**src/rtl/bp_be_dcache_pkt_encoder.sv**
```systemverilog
// Dcache packet encoder: classifies a decoded memory request, encodes the
// dcache opcode and buffers legal packets in a 2-entry FIFO.

package bp_be_dcache_pkt_encoder_pkg;

  typedef enum logic [0:0] {e_bp_default_cfg = 1'b0} bp_params_e;

  function automatic int unsigned cfg_vaddr_width(bp_params_e cfg);
    case (cfg)
      e_bp_default_cfg: return 39;
      default:          return 39;
    endcase
  endfunction

  function automatic int unsigned cfg_dword_width(bp_params_e cfg);
    case (cfg)
      e_bp_default_cfg: return 64;
      default:          return 64;
    endcase
  endfunction

  function automatic int unsigned cfg_reg_addr_width(bp_params_e cfg);
    case (cfg)
      e_bp_default_cfg: return 5;
      default:          return 5;
    endcase
  endfunction

  localparam int unsigned vaddr_width_gp    = cfg_vaddr_width(e_bp_default_cfg);
  localparam int unsigned dword_width_gp    = cfg_dword_width(e_bp_default_cfg);
  localparam int unsigned reg_addr_width_gp = cfg_reg_addr_width(e_bp_default_cfg);

  typedef enum logic [3:0] {
    e_dcache_subop_none    = 4'd0,
    e_dcache_subop_amoswap = 4'd1,
    e_dcache_subop_amoadd  = 4'd2,
    e_dcache_subop_amoxor  = 4'd3,
    e_dcache_subop_amoand  = 4'd4,
    e_dcache_subop_amoor   = 4'd5,
    e_dcache_subop_amomin  = 4'd6,
    e_dcache_subop_amomax  = 4'd7,
    e_dcache_subop_amominu = 4'd8,
    e_dcache_subop_amomaxu = 4'd9
  } bp_be_amo_subop_e;

  typedef enum logic [5:0] {
    e_dcache_op_lb       = 6'd0,
    e_dcache_op_lh       = 6'd1,
    e_dcache_op_lw       = 6'd2,
    e_dcache_op_ld       = 6'd3,
    e_dcache_op_lbu      = 6'd4,
    e_dcache_op_lhu      = 6'd5,
    e_dcache_op_lwu      = 6'd6,
    e_dcache_op_sb       = 6'd7,
    e_dcache_op_sh       = 6'd8,
    e_dcache_op_sw       = 6'd9,
    e_dcache_op_sd       = 6'd10,
    e_dcache_op_lrw      = 6'd11,
    e_dcache_op_scw      = 6'd12,
    e_dcache_op_lrd      = 6'd13,
    e_dcache_op_scd      = 6'd14,
    e_dcache_op_amoswapw = 6'd15,
    e_dcache_op_amoaddw  = 6'd16,
    e_dcache_op_amoxorw  = 6'd17,
    e_dcache_op_amoandw  = 6'd18,
    e_dcache_op_amoorw   = 6'd19,
    e_dcache_op_amominw  = 6'd20,
    e_dcache_op_amomaxw  = 6'd21,
    e_dcache_op_amominuw = 6'd22,
    e_dcache_op_amomaxuw = 6'd23,
    e_dcache_op_amoswapd = 6'd24,
    e_dcache_op_amoaddd  = 6'd25,
    e_dcache_op_amoxord  = 6'd26,
    e_dcache_op_amoandd  = 6'd27,
    e_dcache_op_amoord   = 6'd28,
    e_dcache_op_amomind  = 6'd29,
    e_dcache_op_amomaxd  = 6'd30,
    e_dcache_op_amominud = 6'd31,
    e_dcache_op_amomaxud = 6'd32,
    e_dcache_op_flw      = 6'd33,
    e_dcache_op_fld      = 6'd34,
    e_dcache_op_fsw      = 6'd35,
    e_dcache_op_fsd      = 6'd36,
    e_dcache_op_fencei   = 6'd37
  } bp_be_dcache_fu_op_e;

  typedef struct packed {
    bp_be_dcache_fu_op_e           opcode;
    logic [reg_addr_width_gp-1:0]  rd_addr;
    logic [vaddr_width_gp-1:0]     vaddr;
    logic [dword_width_gp-1:0]     data;
  } bp_be_dcache_pkt_s;

endpackage

module bp_be_dcache_pkt_encoder
  import bp_be_dcache_pkt_encoder_pkg::*;
#(
  parameter bp_params_e bp_params_p = e_bp_default_cfg,
  localparam int unsigned vaddr_width_p  = cfg_vaddr_width(bp_params_p),
  localparam int unsigned dword_width_p  = cfg_dword_width(bp_params_p),
  localparam int unsigned reg_addr_width_p = cfg_reg_addr_width(bp_params_p),
  localparam int unsigned subop_width_p  = $bits(bp_be_amo_subop_e),
  localparam int unsigned pkt_width_p    = $bits(bp_be_dcache_pkt_s)
) (
  input  logic                        clk_i,
  input  logic                        reset_n_i,
  input  logic                        flush_i,
  input  logic                        req_v_i,
  output logic                        req_ready_and_o,
  input  logic                        load_i,
  input  logic                        store_i,
  input  logic [1:0]                  size_i,
  input  logic                        unsigned_i,
  input  logic                        float_i,
  input  logic                        lr_i,
  input  logic                        sc_i,
  input  logic                        fencei_i,
  input  logic [subop_width_p-1:0]    amo_subop_i,
  input  logic [reg_addr_width_p-1:0] rd_addr_i,
  input  logic [vaddr_width_p-1:0]    vaddr_i,
  input  logic [dword_width_p-1:0]    data_i,
  output logic                        pkt_v_o,
  output logic [pkt_width_p-1:0]      pkt_o,
  input  logic                        pkt_ready_and_i,
  output logic                        illegal_o
);

  bp_be_amo_subop_e    subop;
  bp_be_dcache_fu_op_e op;
  bp_be_dcache_pkt_s   pkt_in;
  bp_be_dcache_pkt_s   mem [2];
  logic                legal, is_amo, is_load, is_store, wide, dbl;
  logic [2:0]          n_class;
  logic [1:0]          count;
  logic                wptr, rptr;
  logic                enq, deq, accept;

  assign subop = bp_be_amo_subop_e'(amo_subop_i);

  // Classify the request and pick its opcode; anything not exactly one class is illegal
  always_comb begin
    is_amo   = (subop != e_dcache_subop_none);
    is_load  = load_i & ~store_i;
    is_store = store_i & ~load_i;
    n_class  = 3'(fencei_i) + 3'(lr_i) + 3'(sc_i) + 3'(is_amo) + 3'(is_load) + 3'(is_store);
    wide     = size_i[1];
    dbl      = (size_i == 2'd3);
    legal    = 1'b0;
    op       = e_dcache_op_lb;
    if (n_class == 3'd1) begin
      if (fencei_i) begin
        op    = e_dcache_op_fencei;
        legal = ~float_i;
      end else if (lr_i) begin
        op    = dbl ? e_dcache_op_lrd : e_dcache_op_lrw;
        legal = wide & ~float_i;
      end else if (sc_i) begin
        op    = dbl ? e_dcache_op_scd : e_dcache_op_scw;
        legal = wide & ~float_i;
      end else if (is_amo) begin
        legal = wide & ~float_i;
        case (subop)
          e_dcache_subop_amoswap: op = dbl ? e_dcache_op_amoswapd : e_dcache_op_amoswapw;
          e_dcache_subop_amoadd:  op = dbl ? e_dcache_op_amoaddd  : e_dcache_op_amoaddw;
          e_dcache_subop_amoxor:  op = dbl ? e_dcache_op_amoxord  : e_dcache_op_amoxorw;
          e_dcache_subop_amoand:  op = dbl ? e_dcache_op_amoandd  : e_dcache_op_amoandw;
          e_dcache_subop_amoor:   op = dbl ? e_dcache_op_amoord   : e_dcache_op_amoorw;
          e_dcache_subop_amomin:  op = dbl ? e_dcache_op_amomind  : e_dcache_op_amominw;
          e_dcache_subop_amomax:  op = dbl ? e_dcache_op_amomaxd  : e_dcache_op_amomaxw;
          e_dcache_subop_amominu: op = dbl ? e_dcache_op_amominud : e_dcache_op_amominuw;
          e_dcache_subop_amomaxu: op = dbl ? e_dcache_op_amomaxud : e_dcache_op_amomaxuw;
          default:                legal = 1'b0;
        endcase
      end else if (float_i) begin
        legal = wide & ~unsigned_i;
        if (is_load) op = dbl ? e_dcache_op_fld : e_dcache_op_flw;
        else         op = dbl ? e_dcache_op_fsd : e_dcache_op_fsw;
      end else if (is_load) begin
        legal = 1'b1;
        case (size_i)
          2'd0:    op = unsigned_i ? e_dcache_op_lbu : e_dcache_op_lb;
          2'd1:    op = unsigned_i ? e_dcache_op_lhu : e_dcache_op_lh;
          2'd2:    op = unsigned_i ? e_dcache_op_lwu : e_dcache_op_lw;
          default: begin
            op    = e_dcache_op_ld;
            legal = ~unsigned_i;
          end
        endcase
      end else begin
        legal = ~unsigned_i;
        case (size_i)
          2'd0:    op = e_dcache_op_sb;
          2'd1:    op = e_dcache_op_sh;
          2'd2:    op = e_dcache_op_sw;
          default: op = e_dcache_op_sd;
        endcase
      end
    end
    pkt_in.opcode  = op;
    pkt_in.rd_addr = rd_addr_i;
    pkt_in.vaddr   = vaddr_i;
    pkt_in.data    = data_i;
  end

  assign req_ready_and_o = (count < 2'd2);
  assign pkt_v_o         = (count != 2'd0);
  assign pkt_o           = mem[rptr];
  assign accept          = req_v_i & req_ready_and_o & ~flush_i;
  assign enq             = accept & legal;
  assign deq             = pkt_v_o & pkt_ready_and_i & ~flush_i;

  // FIFO occupancy, pointers and the illegal pulse; flush overrides enqueue and dequeue
  always_ff @(posedge clk_i or negedge reset_n_i) begin
    if (!reset_n_i) begin
      count     <= '0;
      wptr      <= 1'b0;
      rptr      <= 1'b0;
      illegal_o <= 1'b0;
    end else if (flush_i) begin
      count     <= '0;
      wptr      <= 1'b0;
      rptr      <= 1'b0;
      illegal_o <= 1'b0;
    end else begin
      illegal_o <= accept & ~legal;
      if (enq) wptr <= ~wptr;
      if (deq) rptr <= ~rptr;
      case ({enq, deq})
        2'b10:   count <= count + 2'd1;
        2'b01:   count <= count - 2'd1;
        default: count <= count;
      endcase
    end
  end

  // Payload storage is not reset; occupancy alone decides what is valid
  always_ff @(posedge clk_i) begin
    if (enq) mem[wptr] <= pkt_in;
  end

endmodule

```
**config.mk**
```make
export PLATFORM = sky130hd
export DESIGN_NAME = bp_be_dcache_pkt_encoder
export DESIGN_NICKNAME = d
export VERILOG_FILES = /design/src/rtl/bp_be_dcache_pkt_encoder.sv
export SDC_FILE = /design/constraint.sdc
export NUM_CORES = 1
export LEC_CHECK = 0
export CAP_MARGIN = 40
export CORE_AREA = 2 2 178 180
export DETAILED_ROUTE_END_ITERATION = 8
export DIE_AREA = 0 0 180 182
export MAX_ROUTING_LAYER = met4
export PLACE_DENSITY_LB_ADDON = 0.1
export SLEW_MARGIN = 20
export SYNTH_ARGS = -nofsm -noshare
export SYNTH_HDL_FRONTEND = slang
export SYNTH_SLANG_ARGS = --single-unit
```
**constraint.sdc**
```tcl
create_clock -name clk_i -period 9.7 [get_ports clk_i]
set_clock_uncertainty 0.1 [all_clocks]
set_input_delay 2.91 -clock clk_i [delete_from_list [all_inputs] [get_ports clk_i]]
set_output_delay 2.91 -clock clk_i [all_outputs]
set_load 0.03 [all_outputs]
```
==> results of run 1 <==
## layer usage
layer	vias up	GRT usage, %	routed length (um)
li1	2374	-	-
met1	2512	16.02	9036
met2	190	20.38	10090
met3	35	2.728	1173
met4	0	3.707	535
met5	-	-	0
## area by class of cell
| cell class | count | area share, % |
|---|---|---|
| inverter | 11 | 0.3313 |
| clock buffer | 32 | 5.242 |
| sequential | 233 | 54.32 |
| clock inverter | 12 | 0.7794 |
| antenna | 2 | 0.03897 |
| timing repair buffer | 250 | 19.74 |
| tap | 402 | 3.917 |
| multi-input combinational | 212 | 15.64 |
## sequential cells by signal, indices dropped and copies added (netlist names)
signal	cells
count	2
illegal_o	1
mem	228
rptr	1
wptr	1
## metrics by stage
stage / hold WS [ns] / area (um2) / utilization, % / setup slack (ns) / cells
finish: 0.4877 / 12840 / 41.45 / 2.232 / 1154
floorplan: 0.3795 / 9092 / - / 0.2353 / 473
CTS: 0.4915 / 12840 / 41.43 / 2.206 / 1152
global route: 0.5311 / 12840 / 41.45 / 1.949 / 1154
global placement: 0.4399 / 12010 / 38.76 / 1.610 / 1106
detailed placement: 0.4834 / 12060 / 38.93 / 1.623 / 1108
## logic make-up after synthesis
family          after synthesis
simple gates                 49
flops                       233
buf+inv                      28
mux                         116
compound gates               35
xor+xnor                      2
fa+ha+maj                    10
## layout by cell type, fill, tap and decap left out, types with 2 or more instances in the layout
cell / synthesis / routed
edfxtp_1: 228 / 228
nand3_1: 2 / 2
o21a_1: 2 / 2
nor3b_1: 3 / 3
clkbuf_16: 0 / 26
a31oi_1: 2 / 2
fa_1: 3 / 3
nand2b_1: 3 / 3
mux2_2: 114 / 114
clkinv_1: 0 / 3
dfrtp_1: 5 / 4
o21ai_0: 8 / 8
clkdlybuf4s50_1: 0 / 242
nor2_1: 13 / 12
o21bai_1: 3 / 3
nor3_1: 3 / 3
clkinv_2: 1 / 5
or2_2: 2 / 2
buf_16: 0 / 2
diode_2: 0 / 2
clkinvlp_4: 0 / 3
buf_4: 0 / 5
nor2b_1: 3 / 3
or3_4: 2 / 2
clkbuf_1: 8 / 6
nand2_1: 10 / 10
a21oi_1: 6 / 6
inv_1: 10 / 10
a221oi_1: 2 / 2
ha_1: 7 / 7
## worst max path at each step
stage,startpoint,to,slack (ns),cells after the start
after floorplan,amo_subop_i[1],mem[0][0]$_DFFE_PP_,0.24,12
after global placement,amo_subop_i[0],mem[0][94]$_DFFE_PP_,1.61,14
after detailed placement,amo_subop_i[0],mem[1][95]$_DFFE_PP_,1.62,14
after CTS,amo_subop_i[0],mem[1][95]$_DFFE_PP_,2.21,14
after global routing,amo_subop_i[0],mem[1][95]$_DFFE_PP_,1.95,14
final,amo_subop_i[0],mem[1][51]$_DFFE_PP_,2.23,14
## power groups by stage
stage | Combinational [mW] | Clock, mW | Sequential (mW)
2_1_floorplan | 0.0610 | 0 | 1.14
3_5_place_dp | 0.152 | 0 | 1.14
3_3_place_gp | 0.149 | 0 | 1.14
5_1_grt | 0.163 | 0.962 | 1.12
4_1_cts | 0.153 | 0.923 | 1.12
6_report | 0.152 | 0.887 | 1.12
## synth_stat cells (5+ instances only)
cell type	count
inv_1	10
edfxtp_1	228
clkbuf_1	8
nor2_1	13
buf_2	5
dfrtp_1	5
nand2_1	10
ha_1	7
o21ai_0	8
mux2_2	114
a21oi_1	6
==> run summary, run 1 <==
Outcome: finished clean
Post-synthesis async set-or-reset flop share: 2.146%
Gate power share: 7.0%
Hold Crit Start: wptr$_DFFE_PN0P_
Post-synth top area share: 75.32%
Dominant cell type by area after synthesis: edfxtp_1
Hold Crit Endpoint: wptr$_DFFE_PN0P_
Post-Synth Adder-Cell Area: 1.624%
Sequential share of power: 51.9%
Hold path cells: 1
Slew @ Worst Pin: 0.6669 ns
Critical path arrival: 7.55 ns
CP max FO: 25
Post-Synthesis Cells: 473
Final Max Tran Viols: 0
# Post-CTS Setup Buffers: 0
Finish-stage setup viols: 0
ANT nets after route: 0
Grt ovf: 0
Post-synth EDFFs: 228
Hold-fix buffers, CTS: 0
Largest net degree at the start of global routing: 48
GRT Total Usage: 12.62%
DP HPWL: 14.37 mm
Core Region: 30990 um2
Synth top area cells: edfxtp_1, mux2_2, dfrtp_1, ha_1, fa_1
Port Buffer Count: 242
Vias per Instance: 4.429
Yosys cell types: 50
CP max stage delay: 0.61 ns
Core Rows: 65
CP delay by family, top: simple AND/OR/NAND/NOR gates
RD Place Congestion: 0.7879
Compound-Gate Fraction of Synth Area: 2.739%
Clock Path Buffers: 3
Switching Power: 0.4433 mW
R2r endpoint: mem[1][51]$_DFFE_PP_
Crit. End Element: flip-flop
CTS clk-pin slew, worst paths: 0.05 ns
Most frequent CP cell: fa_1
Mux share of post-synthesis cell area: 14.40%
Die height: 182 um
Initial antenna violation count: 2
Main combinational cell family by area after synthesis: multiplexers
Post_cts resized: 0
Clock Power Share: 41.1%
Switching Fraction: 20.55%
CTS tree: built
Initial Util: 29.34%
First-pass GRT wire length: 30.88 mm
Drt pass-1 iters: 4
Synth Cell Area: 9090 um2
Part of the cycle the worst path needs: 76.99%
Synthesis-to-finish area growth: 41.28%
Die area: 32760 um2
Yosys Warn Count: 0
Syn_nets: 609
Vias in the first global route: 5239
Crit Path Category: input port to flip-flop
Crit Reg-Reg Startpoint: count[1]$_DFFE_PN0P_
Relative max-transition margin: 55.54%
#FFs+latches synth: 233
Via count: 5111
LEAKAGE: 4.258 nW
Nets: 870
Fraction of layout cells with a size suffix above 1: 22.93%
Filler instances: 2780
Crit-path slowest cell: or4_4
Worst EP required: 9.78 ns
Final min period: 7.468 ns
Pwr Density: 168.0 nW/um2
RSZ-0062 raised after global routing: no
Register Area: 6975 um2
VDD IR max: 0.00009743 V
Clock Latency Late Sink: 0.51 ns
Post-route DRC violation count: 0
Mapped Avg Cell Area: 19.22 um2
Xor and xnor fraction of the mapped netlist area: 0.1927%
Max Cap Viol: 0
Reg2Reg Depth: 6
Simple-gate share of the synthesized area: 3.028%
Internal Power: 1.714 mW
Num ports: 243
Iter 0 DRT Violations: 228
Max Clk Rate: 133.9 MHz
Setup slack, reg-to-reg: 7.04 ns
Setup_tns: 0 ns
Main synth FF type: edfxtp_1
Area of the multi-input gates: 2008 um2
Power, Total: 2.158 mW
CTS Root Cell: clkbuf_16
Register area share after synthesis: 76.70%
CP Launch Type: input port
Final Hold Fails: 0
Worst min path class: flip-flop to flip-flop
Die width: 180 um
H-tree Lvls: 1
Total CTS buffers: 26
Post-DR wirelength/cell: 18.05 um
Cells along the critical path: clkdlybuf4s50_1, or4_4, clkinv_2, fa_1, inv_1, fa_1, ha_1, fa_1, nor3b_2, nand2_1, or3_4, o31ai_2, and2_4, buf_4
Crit path buffers/inverters: 4
CTS Sinks: 233
Total Wirelength: 20.84 mm
Power figures use the tool's default switching activity.
==> run 2: changes to the inputs <==
==> constraint.sdc (replaced) <==
create_clock -name clk_i -period 6.45 [get_ports clk_i]
set_clock_uncertainty 0.1 [all_clocks]
set_input_delay 1.935 -clock clk_i [delete_from_list [all_inputs] [get_ports clk_i]]
set_output_delay 1.935 -clock clk_i [all_outputs]
set_load 0.03 [all_outputs]
==> run 2 against run 1 <==
- combinational power rose by 53%
- register-to-register slack got worse by 2.9 ns
- routed wire length fell by 0.10%
- core utilization rose by 0.36 points
- via count fell by 0.67%
- hold slack got worse by 0.022 ns
- sequential share of layout area fell by 0.46 points
- highest routed layer unchanged
==> run summary, run 2 (synthesis results as in run 1) <==
Outcome: finished clean
Initial Util: 29.34% (unchanged)
Most frequent cells in the layout: clkdlybuf4s50_1, edfxtp_1, mux2_2, clkbuf_16, nor2_1
CP Launch Type: input port
Vias per Instance: 4.377 (-1.2%)
Core Region: 30990 um2 (unchanged)
Port Buffer Count: 242 (unchanged)
Drt pass-1 iters: 4 (unchanged)
Top Registers: mem: 228 flops, count: 2 flops
Max Clk Rate: 169.8 MHz
DR WL met2: 9.864 mm (-2.2%)
Clock Latency Late Sink: 0.50 ns (about the same)
Clock Path Buffers: 3 (unchanged)
Total Wirelength: 20.81 mm (-0.10%)
Final Hold Fails: 0 (unchanged)
DP HPWL: 14.07 mm (-2.1%)
Die width: 180 um (unchanged)
Final core area utilization: 41.80% (+0.36 points)
VDD IR max: 0.0001468 V (+51%)
Max Cap Viol: 0 (unchanged)
Part of the cycle the worst path needs: 91.30%
Non-Filler Instances: 1160 (+0.52%)
# Post-CTS Setup Buffers: 0 (unchanged)
ANT nets after route: 0 (unchanged)
Met3 Wirelength: 1.324 mm (+13%)
Fraction of layout cells with a size suffix above 1: 23.35% (+0.42 points)
Pwr Density: 254.9 nW/um2 (+52%)
Via count: 5077 (-0.67%)
Post_cts resized: 0 (unchanged)
CTS Root Cell: clkbuf_16
CTS tree: built
Filler instances: 2806 (+0.94%)
Placed instance count: 1113 (+0.45%)
Slew @ Worst Pin: 0.7507 ns (+0.08379 ns)
Die height: 182 um (unchanged)
Largest register FFs: 228 (unchanged)
Reg with most FFs: mem
Nets: 875 (+0.57%)
Final Max Tran Viols: 0 (unchanged)
Die area: 32760 um2 (unchanged)
Crit. End Element: flip-flop
Initial antenna violation count: 0 (-2)
Crit Path Category: input port to flip-flop
Power, Total: 3.301 mW (+53%)
CTS Sinks: 233 (unchanged)
Vias in the first global route: 5326 (+1.7%)
# diodes: 0 (-2)
Hold-fix buffers, CTS: 0 (unchanged)
Total CTS buffers: 26 (unchanged)
Critical path arrival: 5.97 ns (-1.58 ns)
Grt ovf: 0 (unchanged)
Final min period: 5.889 ns
RD Place Congestion: 0.8357 (+6.1%)
Post-route DRC violation count: 0 (unchanged)
LEAKAGE: 4.311 nW (+1.2%)
DR top layer: met4
H-tree Lvls: 1 (unchanged)
Relative max-transition margin: 49.95% (-5.6 points)
Largest net degree at the start of global routing: 67 (+40%)
DRT met1 WL: 9.262 mm (+2.5%)
First-pass GRT wire length: 31.32 mm (+1.4%)
RSZ-0062 raised after global routing: no
Post-DR wirelength/cell: 17.94 um (-0.62%)
Iter 0 DRT Violations: 337 (+48%)
Core Rows: 65 (unchanged)
Worst EP required: 6.53 ns (-3.25 ns)
Most common cell after layout, fill and taps aside: clkdlybuf4s50_1
Num ports: 243 (unchanged)
CTS clk-pin slew, worst paths: 0.05 ns (about the same)
Worst min path class: flip-flop to flip-flop
Finish-stage setup viols: 0 (unchanged)
GRT Total Usage: 12.68% (+0.056 points)
CP max FO: 48 (+92%)
Synthesis-to-finish area growth: 42.49%
==> run 2: cell types whose count changed in the layout (fill, tap and decap cells not counted), sizes merged <==
cell      change
bufinv        +1
diode         -2
clkbuf        +1
buf           +5
clkinvlp      -3
clkinv        +4
==> run 2: path summary, 6_finish.rpt <==
path,from,cells after the start,to,slack (ns)
worst max-delay path,amo_subop_i[1],14,mem[0][53]$_DFFE_PP_,0.56
worst min-delay path,wptr$_DFFE_PN0P_,1,wptr$_DFFE_PN0P_,0.47
worst max register to register,count[1]$_DFFE_PN0P_,6,mem[0][53]$_DFFE_PP_,4.13
worst min register to register,wptr$_DFFE_PN0P_,1,wptr$_DFFE_PN0P_,0.47
max in group asynchronous,reset_n_i,1,rptr$_DFFE_PN0P_,4.44
min in group asynchronous,reset_n_i,1,rptr$_DFFE_PN0P_,1.57
==> run 2: power by group <==
| part | switching (mW) | internal (mW) |
|---|---|---|
| logic | 0.106 | 0.127 |
| clock network | 0.547 | 0.838 |
| registers | 0.00442 | 1.68 |
| total | 0.657 | 2.64 |
==> run 2: area by class of cell <==
cell class / instances / area, um2 / area share [%]
clock inverter: 14 / 111.4 / 0.8597
tap: 402 / 503.0 / 3.883
timing repair buffer: 255 / 2608 / 20.13
multi-input combinational: 212 / 2011 / 15.52
inverter: 11 / 46.29 / 0.3574
sequential: 233 / 6975 / 53.85
clock buffer: 33 / 698.2 / 5.390
==> run 2: stage by stage <==
step	hold slack [ns]	area (um2)	setup slack (ns)	TNS (ns)
after floorplan	0.4160	9105	-0.7307	-137.41
after global routing	0.4753	12950	0.3644	0
after detailed placement	0.4615	12140	0.02312	0
after global placement	0.4419	12140	0.03943	0
final	0.4659	12950	0.5609	0
after CTS	0.4698	12950	0.5595	0
==> run 2: routing by layer <==
| metal | vias to the layer above | GRT usage, % |
|---|---|---|
| met3 | 27 | 2.667 |
| met5 | - | - |
| met1 | 2485 | 16.54 |
| li1 | 2388 | - |
| met4 | 0 | 3.252 |
| met2 | 177 | 20.23 |
==> run 2: critical path, stage by stage <==
cell and delay, ns:
clkdlybuf4s50_1 0.42, or4_4 0.58, clkinv_4 0.08, fa_1 0.40, inv_1 0.09, fa_1 0.39, ha_2 0.19, fa_1 0.46
nor3b_2 0.20, nand2_1 0.10, or3_4 0.39, o31a_4 0.14, nor2_4 0.22, buf_12 0.30
